### src/rtl/hazard_ctrl_gen_pkg.sv
// -----------------------------------------------------------------------------
// hazard_ctrl_gen_pkg
// Shared definitions for the second-generation hazard/redirect controller:
//   OPC_LOAD  - RV32 load opcode. Upstream decode uses it to produce ex_is_load.
//   state_t   - controller FSM state encoding (IDLE / STALL / FLUSH).
//   clog2_f   - ceiling log2, used to size the stall/flush down-counter.
//   max_f     - integer maximum.
// -----------------------------------------------------------------------------
package hazard_ctrl_gen_pkg;

  localparam logic [6:0] OPC_LOAD = 7'b0000011;

  typedef enum logic [1:0] {
    ST_IDLE  = 2'd0,
    ST_STALL = 2'd1,
    ST_FLUSH = 2'd2
  } state_t;

  // Ceiling log2. The loop stops at bit 30 so that (1 << i) never wraps
  // negative.
  function automatic int clog2_f(input int v);
    int r;
    r = 0;
    for (int i = 0; i < 30; i++) begin
      if ((1 << i) < v) r = i + 1;
    end
    return r;
  endfunction

  function automatic int max_f(input int a, input int b);
    return (a > b) ? a : b;
  endfunction

endpackage

### src/rtl/hazard_ctrl_gen_sat_counter.sv
// -----------------------------------------------------------------------------
// sat_counter
// Performance counter. It counts up by one on each cycle with inc=1 and
// sticks at all-ones instead of wrapping.
// Ports:
//   clk  in   clock
//   clr  in   synchronous clear (highest priority)
//   inc  in   count enable for this cycle
//   cnt  out  CNT_W-bit count value
// -----------------------------------------------------------------------------
module sat_counter #(
  parameter int CNT_W = 32
) (
  input  logic             clk,
  input  logic             clr,
  input  logic             inc,
  output logic [CNT_W-1:0] cnt
);

  logic [CNT_W-1:0] cnt_reg;

  always_ff @(posedge clk) begin
    if (clr) begin
      cnt_reg <= '0;
    end else if (inc && (cnt_reg != {CNT_W{1'b1}})) begin
      cnt_reg <= cnt_reg + CNT_W'(1);
    end
  end

  assign cnt = cnt_reg;

endmodule

### src/rtl/hazard_ctrl_gen.sv
// -----------------------------------------------------------------------------
// hazard_ctrl_gen
// Hazard/redirect controller for the 5-stage RV32 in-order pipeline.
// Functions:
//   - Stalls IF/ID on load-use hazards for LU_STALL cycles.
//   - Arbitrates EX- and ID-resolved redirects.
//   - Inserts BR_FLUSH EX bubbles after an EX redirect.
//   - Freezes the whole pipe while data memory is busy.
//   - Keeps saturating stall and flush performance counters.
// Ports:
//   clk, rst_n                      clock and synchronous active-low reset
//   id_rs1/id_rs2(+_vld)            ID source registers and read-enables
//   ex_rd, ex_is_load               destination and load flag of the EX instruction
//   id_jmp_vld, id_imm, id_pc       ID-resolved jump and its offset and PC
//   ex_jmp_vld, ex_jmp_addr         EX-resolved redirect and its target
//   mem_busy                        data memory not ready
//   hold_if, freeze                 IF/ID hold, whole-pipe hold
//   jmp_vld_if, jmp_addr_if         PC redirect into IF
//   inst_vld_ex                     EX valid (0 = bubble)
//   perf_stall, perf_flush          saturating event counters
// All outputs are forced to 0 while rst_n is low.
// -----------------------------------------------------------------------------
module hazard_ctrl_gen
  import hazard_ctrl_gen_pkg::*;
#(
  parameter int XLEN     = 32,
  parameter int REG_AW   = 5,
  parameter int LU_STALL = 1,
  parameter int BR_FLUSH = 2,
  parameter int CNT_W    = 32
) (
  input  logic              clk,
  input  logic              rst_n,
  input  logic [REG_AW-1:0] id_rs1,
  input  logic [REG_AW-1:0] id_rs2,
  input  logic              id_rs1_vld,
  input  logic              id_rs2_vld,
  input  logic [REG_AW-1:0] ex_rd,
  input  logic              ex_is_load,
  input  logic              id_jmp_vld,
  input  logic [XLEN-1:0]   id_imm,
  input  logic [XLEN-1:0]   id_pc,
  input  logic              ex_jmp_vld,
  input  logic [XLEN-1:0]   ex_jmp_addr,
  input  logic              mem_busy,
  output logic              hold_if,
  output logic              freeze,
  output logic              jmp_vld_if,
  output logic [XLEN-1:0]   jmp_addr_if,
  output logic              inst_vld_ex,
  output logic [CNT_W-1:0]  perf_stall,
  output logic [CNT_W-1:0]  perf_flush
);

  localparam int CW = clog2_f(max_f(LU_STALL, BR_FLUSH)) + 1;
  localparam logic [CW-1:0] LU_LOAD = CW'(LU_STALL - 1);
  localparam logic [CW-1:0] BR_LOAD = CW'(BR_FLUSH - 1);
  localparam logic [CW-1:0] CNT_ONE = CW'(1);

  state_t          state_reg, state_next;
  logic [CW-1:0]   cnt, cnt_next;
  logic            bub_q;
  logic            lu_hit, ex_redir, id_redir, hold_raw, flush_active;
  logic [CNT_W-1:0] stall_cnt, flush_cnt;

  always_comb begin
    lu_hit = ex_is_load && (ex_rd != '0) &&
             ((id_rs1_vld && (id_rs1 == ex_rd)) || (id_rs2_vld && (id_rs2 == ex_rd)));
    ex_redir = ex_jmp_vld && !mem_busy;
    // An EX redirect makes the ID instruction wrong-path, so it overrides any hold.
    hold_raw = !mem_busy && !ex_redir &&
               ((state_reg == ST_STALL) || ((state_reg == ST_IDLE) && lu_hit));
    flush_active = ex_redir || (state_reg == ST_FLUSH);
    // ID jumps seen during a hold will be presented again. ID jumps seen during
    // a flush are wrong-path.
    id_redir = id_jmp_vld && !ex_redir && !mem_busy && !hold_raw &&
               (state_reg != ST_FLUSH);
  end

  always_comb begin
    state_next = state_reg;
    cnt_next   = cnt;
    if (mem_busy) begin
      state_next = state_reg;
      cnt_next   = cnt;
    end else if (ex_redir) begin
      if (BR_FLUSH > 1) begin
        state_next = ST_FLUSH;
        cnt_next   = BR_LOAD;
      end else begin
        state_next = ST_IDLE;
        cnt_next   = '0;
      end
    end else begin
      case (state_reg)
        ST_IDLE: begin
          if (lu_hit && (LU_STALL > 1)) begin
            state_next = ST_STALL;
            cnt_next   = LU_LOAD;
          end
        end
        // STALL and FLUSH both end after the cycle in which cnt reaches 1.
        ST_STALL, ST_FLUSH: begin
          if (cnt <= CNT_ONE) begin
            state_next = ST_IDLE;
            cnt_next   = '0;
          end else begin
            cnt_next = cnt - CNT_ONE;
          end
        end
        default: begin
          state_next = ST_IDLE;
          cnt_next   = '0;
        end
      endcase
    end
  end

  always_ff @(posedge clk) begin
    if (!rst_n) begin
      state_reg <= ST_IDLE;
      cnt       <= '0;
      bub_q     <= 1'b0;
    end else if (!mem_busy) begin
      state_reg <= state_next;
      cnt       <= cnt_next;
      bub_q     <= hold_raw;
    end
  end

  // hold_raw is already 0 while frozen, so only the flush counter needs the
  // freeze qualifier.
  sat_counter #(.CNT_W(CNT_W)) u_perf_stall (
    .clk (clk),
    .clr (!rst_n),
    .inc (hold_raw),
    .cnt (stall_cnt)
  );

  sat_counter #(.CNT_W(CNT_W)) u_perf_flush (
    .clk (clk),
    .clr (!rst_n),
    .inc (flush_active && !mem_busy),
    .cnt (flush_cnt)
  );

  always_comb begin
    freeze      = rst_n && mem_busy;
    hold_if     = rst_n && hold_raw;
    jmp_vld_if  = rst_n && (ex_redir || id_redir);
    inst_vld_ex = rst_n && !(bub_q || flush_active);
    perf_stall  = {CNT_W{rst_n}} & stall_cnt;
    perf_flush  = {CNT_W{rst_n}} & flush_cnt;
    jmp_addr_if = '0;
    if (rst_n) begin
      if (ex_redir)      jmp_addr_if = ex_jmp_addr;
      else if (id_redir) jmp_addr_if = id_pc + id_imm;
    end
  end

endmodule
### config.mk
export PLATFORM = sky130hd
export DESIGN_NAME = hazard_ctrl_gen
export DESIGN_NICKNAME = d
export VERILOG_FILES = /design/src/rtl/hazard_ctrl_gen_pkg.sv /design/src/rtl/hazard_ctrl_gen_sat_counter.sv /design/src/rtl/hazard_ctrl_gen.sv
export SDC_FILE = /design/constraint.sdc
export NUM_CORES = 1
export LEC_CHECK = 0
export CORE_MARGIN = 3
export CORE_UTILIZATION = 41
export DETAILED_ROUTE_END_ITERATION = 8
export PLACE_DENSITY_LB_ADDON = 0.15
export RECOVER_POWER = 25
export SETUP_SLACK_MARGIN = 0.05
export SYNTH_ARGS = -nofsm -noshare
export SYNTH_HDL_FRONTEND = slang
export SYNTH_SLANG_ARGS = --single-unit
### constraint.sdc
create_clock -name clk -period 4.2 [get_ports clk]
set_input_delay 1.05 -clock clk [delete_from_list [all_inputs] [get_ports clk]]
set_output_delay 1.05 -clock clk [all_outputs]
set_load 0.01 [all_outputs]
==> qor.yml, run 1 <==
clocking:
  clk_pin_slew_worst_paths_ns: 0.05
  ctsRootBufferMaster: "clkbuf_16"
  clockBufferDepth: 2
  cts_tree: "built"
  cts_buffers: 9
  clock_latency_ns: 0.33
  cts_max_level: 3
  cts.sinks: 68
logic_synthesis:
  yosysTopAreaCellShare_pct: 23.7
  ys_ff_latch: 68
  syn_nets: 918
  synth_edf_count: 0
  synth_area_sq_um: 5730
  yosysUniqueCellTypes: 63
  synth_top_cell_by_area: "dfxtp_1"
  avgSynthCellArea_sq_um: 7.50
  yosys_warnings: 0
  synth_top_flop_cell: "dfxtp_1"
  synthTopCellsByArea: "dfxtp_1, and2_1, xor2_1"
  seq_area_frac_synth_pct: 23.7
  synth-async-reset-ratio_pct: 0
  netlist_instances: 765
global_routing:
  grt_usage_pct: 24.0
  grt_pass1_wl_um: 31800
  antenna_found_initial: 0
  grt_pass1_vias: 6681
  grt_overflow: 0
  grt_max_degree: 39
pwr:
  ir_drop_mv: 0.203
  total_power_mw: 2.21
  p_leak_nw: 4.22
  p_per_area_nw_per_um2: 219
final_layout:
  fillCellCount: 1000
  syn_to_final_growth_pct: 75.4
  fin_nets: 1250
  mostFrequentLayoutCells: "clkdlybuf4s50_1, buf_4, nor2_1, and2_1, dfxtp_1"
  antenna_cells: 0
  drive_above_1_share_pct: 29.6
  final_common_cell: "clkdlybuf4s50_1"
setup_path:
  worst-setup-path-type: "input pin to output pin"
  rrSetupSlack_ns: 1.68
  endpoint_kind: "output pin"
  arrival_ns: 3.45
  reg2regPathDepth: 8
  r2r_start: "u_perf_flush.cnt[4]$_SDFFE_PN0P_"
  crit_fanout: 3
  cp-start-kind: "input pin"
  timing.rr.end: "u_perf_flush.cnt[31]$_SDFFE_PN0P_"
  required_ns: 3.15
sta:
  maxSlewHeadroom_pct: 46.2
  fin_worst_skew_ns: 0.00670
  post-route-min-period_ns: 4.50
  tightest_slew_ns: 0.796
  setup_ws_ns: -0.295
  hold_violations: 0
  fmax_ghz: 0.222
  min_period_over_period_pct: 107
  grt_setup_unrepaired: "yes"
  drv_slew: 0
  worst_hold_slack_ns: 0.465
  setup_viol: 14
outcome:
  violations: "negative setup slack"
  status: "finished with violations"
floorplan:
  dieArea_sq_um: 15400
  ioPinCount: 219
  chipWidth_um: 124
  fp.dieH_um: 124
  core_area_sq_um: 13500
  initial_utilization_pct: 42.6
  row_count: 42
drt:
  postRouteAntennaNets: 0
  initialDrtViolationCount: 537
  wl_um: 21300
  wl_per_cell_um: 16.7
  drc: 0
  via_per_inst: 5.41
  firstDrtPassIters: 5
  num_vias: 6911
hold_path:
  hp-class: "flop to flop"
  holdPathStages: 1
  min-delay-start: "cnt[1]$_SDFFE_PN0P_"
  hold_end: "cnt[1]$_SDFFE_PN0P_"
placed_design:
  dp.final_hpwl_um: 14400
  gp_congestion: 0.908
  portBuffers: 218
flow_run:
  cap_viol_max_count: 0
==> worst max path at each step <==
| stage | slack, ns | from | cells after the start | end |
|---|---|---|---|---|
| floorplan | 0.06 | id_imm[0] | 12 | jmp_addr_if[20] |
| global placement | -1.16 | id_imm[0] | 14 | jmp_addr_if[20] |
| detailed placement | -1.21 | id_imm[0] | 14 | jmp_addr_if[20] |
| CTS | -0.19 | id_pc[8] | 12 | jmp_addr_if[31] |
| global route | -0.45 | id_imm[13] | 13 | jmp_addr_if[28] |
| finish | -0.30 | id_imm[13] | 13 | jmp_addr_if[28] |
==> cell usage after synthesis (15+ instances only) <==
cell / number
nor2_1: 109
and2_1: 76
dfxtp_1: 68
nand2_1: 55
xor2_1: 50
a21oi_1: 47
xnor2_1: 43
o21ai_0: 39
nand3_1: 37
ha_1: 33
clkbuf_1: 30
inv_1: 21
nand4_1: 18
a22oi_1: 15
==> where the power goes <==
part           switching, mW  total [mW]  internal [mW]
sequential           0.00303       0.651          0.648
combinational          0.423       0.880          0.457
clock                  0.264       0.677          0.413
==> per-layer routing <==
metal / part of all wire, % / global-route usage [%]
met1: 42 / 29.9
met2: 49 / 42.4
met3: 5.8 / 3.73
met4: 3.2 / 7.93
met5: 0 / 0
==> metrics by stage <==
stage               instances  setup WS [ns]  area (sq um)  TNS [ns]  util [%]
global placement         1228          -1.16          8810    -23.60      65.5
detailed placement       1228          -1.21          8810    -24.02      65.5
finish                   1278         -0.295         10100     -2.19      74.8
floorplan                 765         0.0581          5770         0         -
CTS                      1268         -0.194          9780     -1.04      72.7
global route             1278         -0.452         10100     -3.67      74.8
==> logic make-up (layout without fill, tap and decap cells) <==
kind of cell	after synthesis	in the layout	share of synthesized area (%)
AND/OR/NAND/NOR	357	357	32.8
flip-flops	68	68	23.7
adder cells (fa/ha/maj)	34	34	7.55
multiplexers	3	3	0.524
buffers and inverters	54	391	3.60
XOR/XNOR	93	93	14.2
AO/OA/AOI/OAI	156	156	17.6
==> what timing repair did <==
action,4_1_cts,5_1_grt
buffers inserted,26,11
gates cloned,0,1
endpoints found under the setup margin,34,32
gates resized for setup,365,54
pin swaps,98,64
hold buffers,0,0
==> critical path: stages <==
cell and delay [ns]:
clkdlybuf4s15_1 0.21, ha_4 0.24, a21o_1 0.23, buf_4 0.17
a21o_1 0.20, a21oi_2 0.22, o21ai_1 0.14, a31oi_2 0.27
o41ai_4 0.13, a21oi_2 0.19, xor2_2 0.18, o21ai_2 0.07
buf_2 0.13
==> final cells by class <==
type	instances	area [sq um]	share of cell area (%)
Clock buffer	12	246	2.45
Clock inverter	4	25.0	0.249
Inverter	21	78.8	0.784
Multi-Input combinational cell	643	4980	49.5
Sequential cell	68	1360	13.5
Tap cell	176	220	2.19
Timing Repair Buffer	354	3150	31.3
(Power assumes the default switching activity.)
==> run 2: changes to the inputs <==
--- a/config.mk
+++ b/config.mk
@@ -5,11 +5,12 @@
 export SDC_FILE = /design/constraint.sdc
 export NUM_CORES = 1
 export LEC_CHECK = 0
-export CORE_MARGIN = 3
+export CAP_MARGIN = 20
 export CORE_UTILIZATION = 41
 export DETAILED_ROUTE_END_ITERATION = 8
 export PLACE_DENSITY_LB_ADDON = 0.15
 export RECOVER_POWER = 25
+export REMOVE_ABC_BUFFERS = 1
 export SETUP_SLACK_MARGIN = 0.05
 export SYNTH_ARGS = -nofsm -noshare
 export SYNTH_HDL_FRONTEND = slang
==> qor.yml, run 2 (synthesis gave the netlist of run 1 again) <==
pwr:
  combPwrFrac_pct: 38.4  # -1.4 points
  p_sw_share_pct: 30.6  # -0.67 points
  p_switching_mw: 0.705  # +2.2%
  p_per_area_nw_per_um2: 228  # +4.0%
  seq_power_share_pct: 28.3  # -1.2 points
  ir_drop_mv: 0.166  # -18%
  p_int_mw: 1.60  # +5.5%
  p_leak_nw: 4.19  # -0.62%
  p_clk_share_pct: 33.4  # +2.7 points
setup_path:
  rrSetupSlack_ns: 1.62  # -0.06 ns
  endpoint_kind: "output pin"
  worst-setup-path-type: "input pin to output pin"
  slowest_stage: "fa_2"
  r2r_start: "state_reg[1]$_SDFFE_PN0P_"
  crit_path_start: "id_imm[0]"
  cp_slowest_stage_delay_ns: 0.34  # +0.07 ns
  cp-start-kind: "input pin"
  required_ns: 3.15  # about the same
  crit_fanout: 3  # unchanged
  timing.rr.end: "u_perf_stall.cnt[25]$_SDFFE_PN0P_"
  arrival_ns: 3.53  # +0.08 ns
  crit_chain: "buf_8 > ha_4 > inv_2 > fa_2 > nand2b_4 > a21oi_4 > o21ai_2 > a21oi_2 > buf_4 > nand3_4 > o41ai_4 > buf_4 > a21oi_2 > xor2_1 > o21ai_1 > buf_2"
  reg2regPathDepth: 11  # +3
floorplan:
  fp.dieH_um: 120  # -3.2%
  core_area_sq_um: 13500  # unchanged
  dieArea_sq_um: 14500  # -6.3%
  ioPinCount: 219  # unchanged
  chipWidth_um: 120  # -3.2%
  initial_utilization_pct: 42.6  # unchanged
  row_count: 42  # unchanged
sta:
  hold_violations: 0  # unchanged
  setup_viol: 31  # +17
  fmax_ghz: 0.218  # -1.8%
  min_period_over_period_pct: 109  # +2.0 points
  fin_worst_skew_ns: 0.00736  # +0.000661 ns
  setup_ws_ns: -0.379  # -0.0838 ns
  tightest_slew_ns: 0.848  # +0.0520 ns
  grt_setup_unrepaired: "yes"
  post-route-min-period_ns: 4.58  # +0.0838 ns
  maxSlewHeadroom_pct: 42.7  # -3.5 points
  drv_slew: 0  # unchanged
outcome:
  status: "finished with violations"
  violations: "negative setup slack"
clocking:
  cts_max_level: 3  # unchanged
  clk_pin_slew_worst_paths_ns: 0.05  # about the same
  clock_latency_ns: 0.33  # about the same
  cts.sinks: 68  # unchanged
  cts_buffers: 9  # unchanged
  cts_tree: "built"
  ctsRootBufferMaster: "clkbuf_16"
  clockBufferDepth: 2  # unchanged
drt:
  num_vias: 6916  # +0.072%
  wl_per_cell_um: 16.6  # -0.40%
  firstDrtPassIters: 4  # -1
  postRouteAntennaNets: 0  # unchanged
  via_per_inst: 5.37  # -0.63%
  wl_um: 21400  # +0.31%
  initialDrtViolationCount: 425  # -21%
  drc: 0  # unchanged
final_layout:
  drive_above_1_share_pct: 30.7  # +1.1 points
  final_cells: 1287  # +0.70%
  mostFrequentLayoutCells: "clkdlybuf4s50_1, buf_4, nor2_1, and2_1, dfxtp_1"
  final_common_cell: "clkdlybuf4s50_1"
  syn_to_final_growth_pct: 76.3
  fin_nets: 1259  # +0.72%
  fillCellCount: 983  # -1.7%
  fin_area_sq_um: 10100  # +0.50%
  antenna_cells: 0  # unchanged
global_routing:
  grt_pass1_vias: 6878  # +2.9%
  grt_max_degree: 56  # +44%
  grt_overflow: 0  # unchanged
  grt_usage_pct: 28.3  # +4.3 points
  grt_pass1_wl_um: 32800  # +3.2%
  antenna_found_initial: 0  # unchanged
placed_design:
  gp_congestion: 0.965  # +6.3%
  dp.final_hpwl_um: 14100  # -2.3%
  portBuffers: 218  # unchanged
  dp_cells: 1232  # +0.33%
  post_dp_cell_area_sq_um: 8840  # +0.26%
flow_run:
  cap_viol_max_count: 0  # unchanged
hold_path:
  holdPathStages: 1  # unchanged
  hold_end: "cnt[1]$_SDFFE_PN0P_"
  hp-class: "flop to flop"
  min-delay-start: "cnt[1]$_SDFFE_PN0P_"
[run 2: cell types whose count changed in the layout (fill, tap and decap cells not counted), sizes merged, moves of 8 or more]
cell / change
clkdlybuf4s15: +8
dlygate4sd2: -15
clkdlybuf4s50: +8
dlymetal6s2s: -11
clkbuf: +15
[run 2: what timing repair did]
| action | 4_1_cts | 5_1_grt |
|---|---|---|
| buffers inserted | 25 | 18 |
| resized for setup | 330 | 107 |
| hold buffers | 0 | 0 |
| cloned | 1 | 0 |
| pin swaps | 85 | 68 |
| endpoints found under the setup margin | 34 | 32 |
| hold endpoints to repair | 0 | 0 |
[run 2: power groups by stage]
stage | sequential, mW | combinational, mW | clock (mW)
floorplan | 0.664 | 0.286 | 0
global placement | 0.665 | 0.638 | 0
detailed placement | 0.666 | 0.641 | 0
CTS | 0.652 | 0.767 | 0.785
global route | 0.652 | 0.938 | 0.813
finish | 0.652 | 0.885 | 0.770
[run 2: cell type report]
type                       instances  area (sq um)  area share [%]
multi-input combinational        643          4980            49.3
timing repair buffer             363          3160            31.2
sequential                        68          1360            13.5
clock buffer                      11           253            2.50
tap                              176           220            2.18
inverter                          21          78.8           0.780
clock inverter                     5          58.8           0.582
[run 2: per-stage QoR]
stage | TNS (ns) | hold WS (ns) | total power, mW | setup WS [ns] | utilization, %
after CTS | -1.67 | 0.476 | 2.20 | -0.260 | 73.2
after detailed placement | -27.97 | 0.469 | 1.31 | -1.48 | 65.7
after floorplan | -0.251 | 0.427 | 0.950 | -0.124 | -
after global placement | -26.95 | 0.435 | 1.30 | -1.43 | 65.7
final | -3.06 | 0.469 | 2.31 | -0.379 | 75.1
after global routing | -6.59 | 0.478 | 2.40 | -0.460 | 75.1
[run 2: critical path: cells and delay by family]
kind                       cells  cell delay (ns)
AOI/OAI and AO/OA              6             1.02
xor gates and xnor gates       1             0.15
and+or+nand+nor                2             0.24
adders and majority gates      2             0.46
buffers and inverters          5             0.59
[run 2: metal layers]
| layer | share of wire [%] | GRT usage, % | up-vias | wire length, um |
|---|---|---|---|---|
| met1 | 40 | 31.8 | 3213 | 8470 |
| met3 | 6.2 | 5.90 | 68 | 1320 |
| met2 | 50 | 51.3 | 290 | 10800 |
| met4 | 3.7 | 12.5 | 0 | 801 |
| li1 | - | - | 3345 | - |
| met5 | 0 | 0 | - | 0 |
[run 2: worst max-delay path by stage]
| stage | end | slack, ns |
|---|---|---|
| after CTS | jmp_addr_if[28] | -0.26 |
| final | jmp_addr_if[28] | -0.38 |
| after global routing | jmp_addr_if[28] | -0.46 |
| after detailed placement | jmp_addr_if[28] | -1.48 |
| after global placement | jmp_addr_if[28] | -1.43 |
| after floorplan | jmp_addr_if[20] | -0.12 |
==> run 3: changes to the inputs <==
--- a/config.mk
+++ b/config.mk
@@ -6,12 +6,13 @@
 export NUM_CORES = 1
 export LEC_CHECK = 0
 export CAP_MARGIN = 20
+export CORE_ASPECT_RATIO = 0.9
 export CORE_UTILIZATION = 41
 export DETAILED_ROUTE_END_ITERATION = 8
 export PLACE_DENSITY_LB_ADDON = 0.15
 export RECOVER_POWER = 25
 export REMOVE_ABC_BUFFERS = 1
-export SETUP_SLACK_MARGIN = 0.05
+export SETUP_SLACK_MARGIN = 0.4
 export SYNTH_ARGS = -nofsm -noshare
 export SYNTH_HDL_FRONTEND = slang
 export SYNTH_SLANG_ARGS = --single-unit
==> qor.yml, run 3 (synthesis gave the netlist of run 1 again) <==
placed_design:
  gp_congestion: 0.925  # -4.1%
  portBuffers: 218  # unchanged
  post-place-ws_ns: -1.46  # +0.0195 ns
  dp.final_hpwl_um: 13800  # -2.5%
  dp_cells: 1228  # -0.32%
flow_run:
  cap_viol_max_count: 0  # unchanged
setup_path:
  crit_fanout: 3  # unchanged
  endpoint_kind: "output pin"
  required_ns: 3.15  # about the same
  cp-start-kind: "input pin"
  worst-setup-path-type: "input pin to output pin"
  arrival_ns: 3.42  # -0.11 ns
outcome:
  violations: "negative setup slack"
  status: "finished with violations"
floorplan:
  row_count: 40  # -4.8%
  ioPinCount: 219  # unchanged
  chipWidth_um: 127  # +5.3%
  dieArea_sq_um: 14500  # about the same
  core_area_sq_um: 13500  # +0.45%
  initial_utilization_pct: 42.4  # -0.19 points
  fp.dieH_um: 114  # -5.0%
pwr:
  ir_drop_mv: 0.280  # +69%
  p_per_area_nw_per_um2: 223  # -2.1%
  total_power_mw: 2.29  # -0.75%
  p_leak_nw: 4.33  # +3.3%
global_routing:
  grt_overflow: 0  # unchanged
  antenna_found_initial: 1  # +1
  grt_usage_pct: 27.0  # -1.4 points
  grt_pass1_vias: 6662  # -3.1%
  grt_pass1_wl_um: 31400  # -4.5%
  grt_max_degree: 44  # -21%
clocking:
  cts_buffers: 9  # unchanged
  cts_tree: "built"
  clock_latency_ns: 0.33  # about the same
  cts_max_level: 3  # unchanged
  cts.sinks: 68  # unchanged
  ctsRootBufferMaster: "clkbuf_16"
  clk_pin_slew_worst_paths_ns: 0.05  # about the same
  clockBufferDepth: 2  # unchanged
drt:
  postRouteAntennaNets: 0  # unchanged
  drc: 0  # unchanged
  via_per_inst: 5.28  # -1.7%
  wl_um: 20500  # -3.9%
  wl_per_cell_um: 15.9  # -4.3%
  initialDrtViolationCount: 365  # -14%
  firstDrtPassIters: 4  # unchanged
  num_vias: 6824  # -1.3%
sta:
  drv_slew: 0  # unchanged
  min_period_over_period_pct: 106  # -2.6 points
  post-route-min-period_ns: 4.47  # -0.107 ns
  hold_violations: 0  # unchanged
  worst_hold_slack_ns: 0.457  # -0.0122 ns
  tightest_slew_ns: 1.19  # +0.346 ns
  maxSlewHeadroom_pct: 20.4  # -22 points
  fmax_ghz: 0.224  # +2.4%
  fin_worst_skew_ns: 0.00816  # +0.000799 ns
  setup_ws_ns: -0.272  # +0.107 ns
  final.setup.tns_ns: -2.59  # +0.466 ns
  setup_viol: 17  # -45%
  grt_setup_unrepaired: "yes"
final_layout:
  drive_above_1_share_pct: 32.2  # +1.5 points
  mostFrequentLayoutCells: "buf_4, clkdlybuf4s50_1, nor2_1, and2_1, dfxtp_1"
  syn_to_final_growth_pct: 78.7
  final_common_cell: "buf_4"
  fin_nets: 1271  # +0.95%
  final_cells: 1292  # +0.39%
hold_path:
  hp-class: "flop to flop"
## run 3: cell types whose count changed in the layout (fill, tap and decap cells not counted), moves of 4 or more
| cell | change |
|---|---|
| buf_2 | +8 |
| buf_4 | -6 |
| buf_6 | +20 |
| clkbuf_1 | +5 |
| clkbuf_2 | -9 |
| clkdlybuf4s50_1 | -20 |
| dlygate4sd2_1 | +12 |
| dlymetal6s2s_1 | +8 |
| ha_1 | -6 |
| ha_4 | +4 |
## run 3: worst max-delay path, stage by stage
cell and delay [ns]:
buf_6 0.08, ha_4 0.13, inv_2 0.04, fa_2 0.33, nand2b_4 0.16, a21oi_4 0.16
o21ai_2 0.11, a21oi_4 0.23, buf_6 0.14, o21ai_4 0.05, and2_4 0.16, o41ai_4 0.34
xnor2_1 0.13, o21ai_1 0.17, buf_2 0.16
## run 3: layer usage
| layer | track usage [%] | up-vias | share of wire, % |
|---|---|---|---|
| met2 | 49.6 | 200 | 51 |
| met3 | 5.51 | 38 | 4.9 |
| li1 | - | 3359 | - |
| met4 | 8.33 | 0 | 2.3 |
| met5 | 0 | - | 0 |
| met1 | 31.5 | 3227 | 42 |
## run 3: where the power goes
part / internal [mW] / switching [mW] / leakage (nW)
combinational: 0.480 / 0.421 / 3.64
clock: 0.459 / 0.279 / 0.139
sequential: 0.648 / 0.00314 / 0.548
total: 1.59 / 0.703 / 4.33
## run 3: timing repair
action                                  in CTS  in global routing
endpoints found under the setup margin      35                 34
pin swaps                                  108                 93
hold buffers                                 0                  0
buffers inserted                            35                 12
resized for setup                          426                 91
gates cloned                                 0                  0
## run 3: final timing paths
path	cells after the start	end	start	slack (ns)
max reg2reg	9	u_perf_flush.cnt[7]$_SDFFE_PN0P_	u_perf_flush.cnt[25]$_SDFFE_PN0P_	1.58
min	1	bub_q$_SDFFE_PN0N_	bub_q$_SDFFE_PN0N_	0.46
min reg2reg	1	bub_q$_SDFFE_PN0N_	bub_q$_SDFFE_PN0N_	0.46
max	15	jmp_addr_if[30]	id_imm[0]	-0.27
## run 3: per-stage QoR
step | instance area [sq um] | utilization (%)
after floorplan | 5610 | -
after global placement | 8830 | 65.4
after global routing | 10200 | 75.8
final | 10200 | 75.8
after detailed placement | 8830 | 65.4
after CTS | 10000 | 74.1
## run 3: final cells by class
class | instances | area, sq um
multi-input cells | 643 | 5040
fillers | 984 | 3270
repair buffers | 375 | 3260
flip-flops and latches | 68 | 1360
clock buffers | 10 | 229
well taps | 168 | 210
inverters | 21 | 78.8
clock inverters | 6 | 63.8
diodes | 1 | 2.50
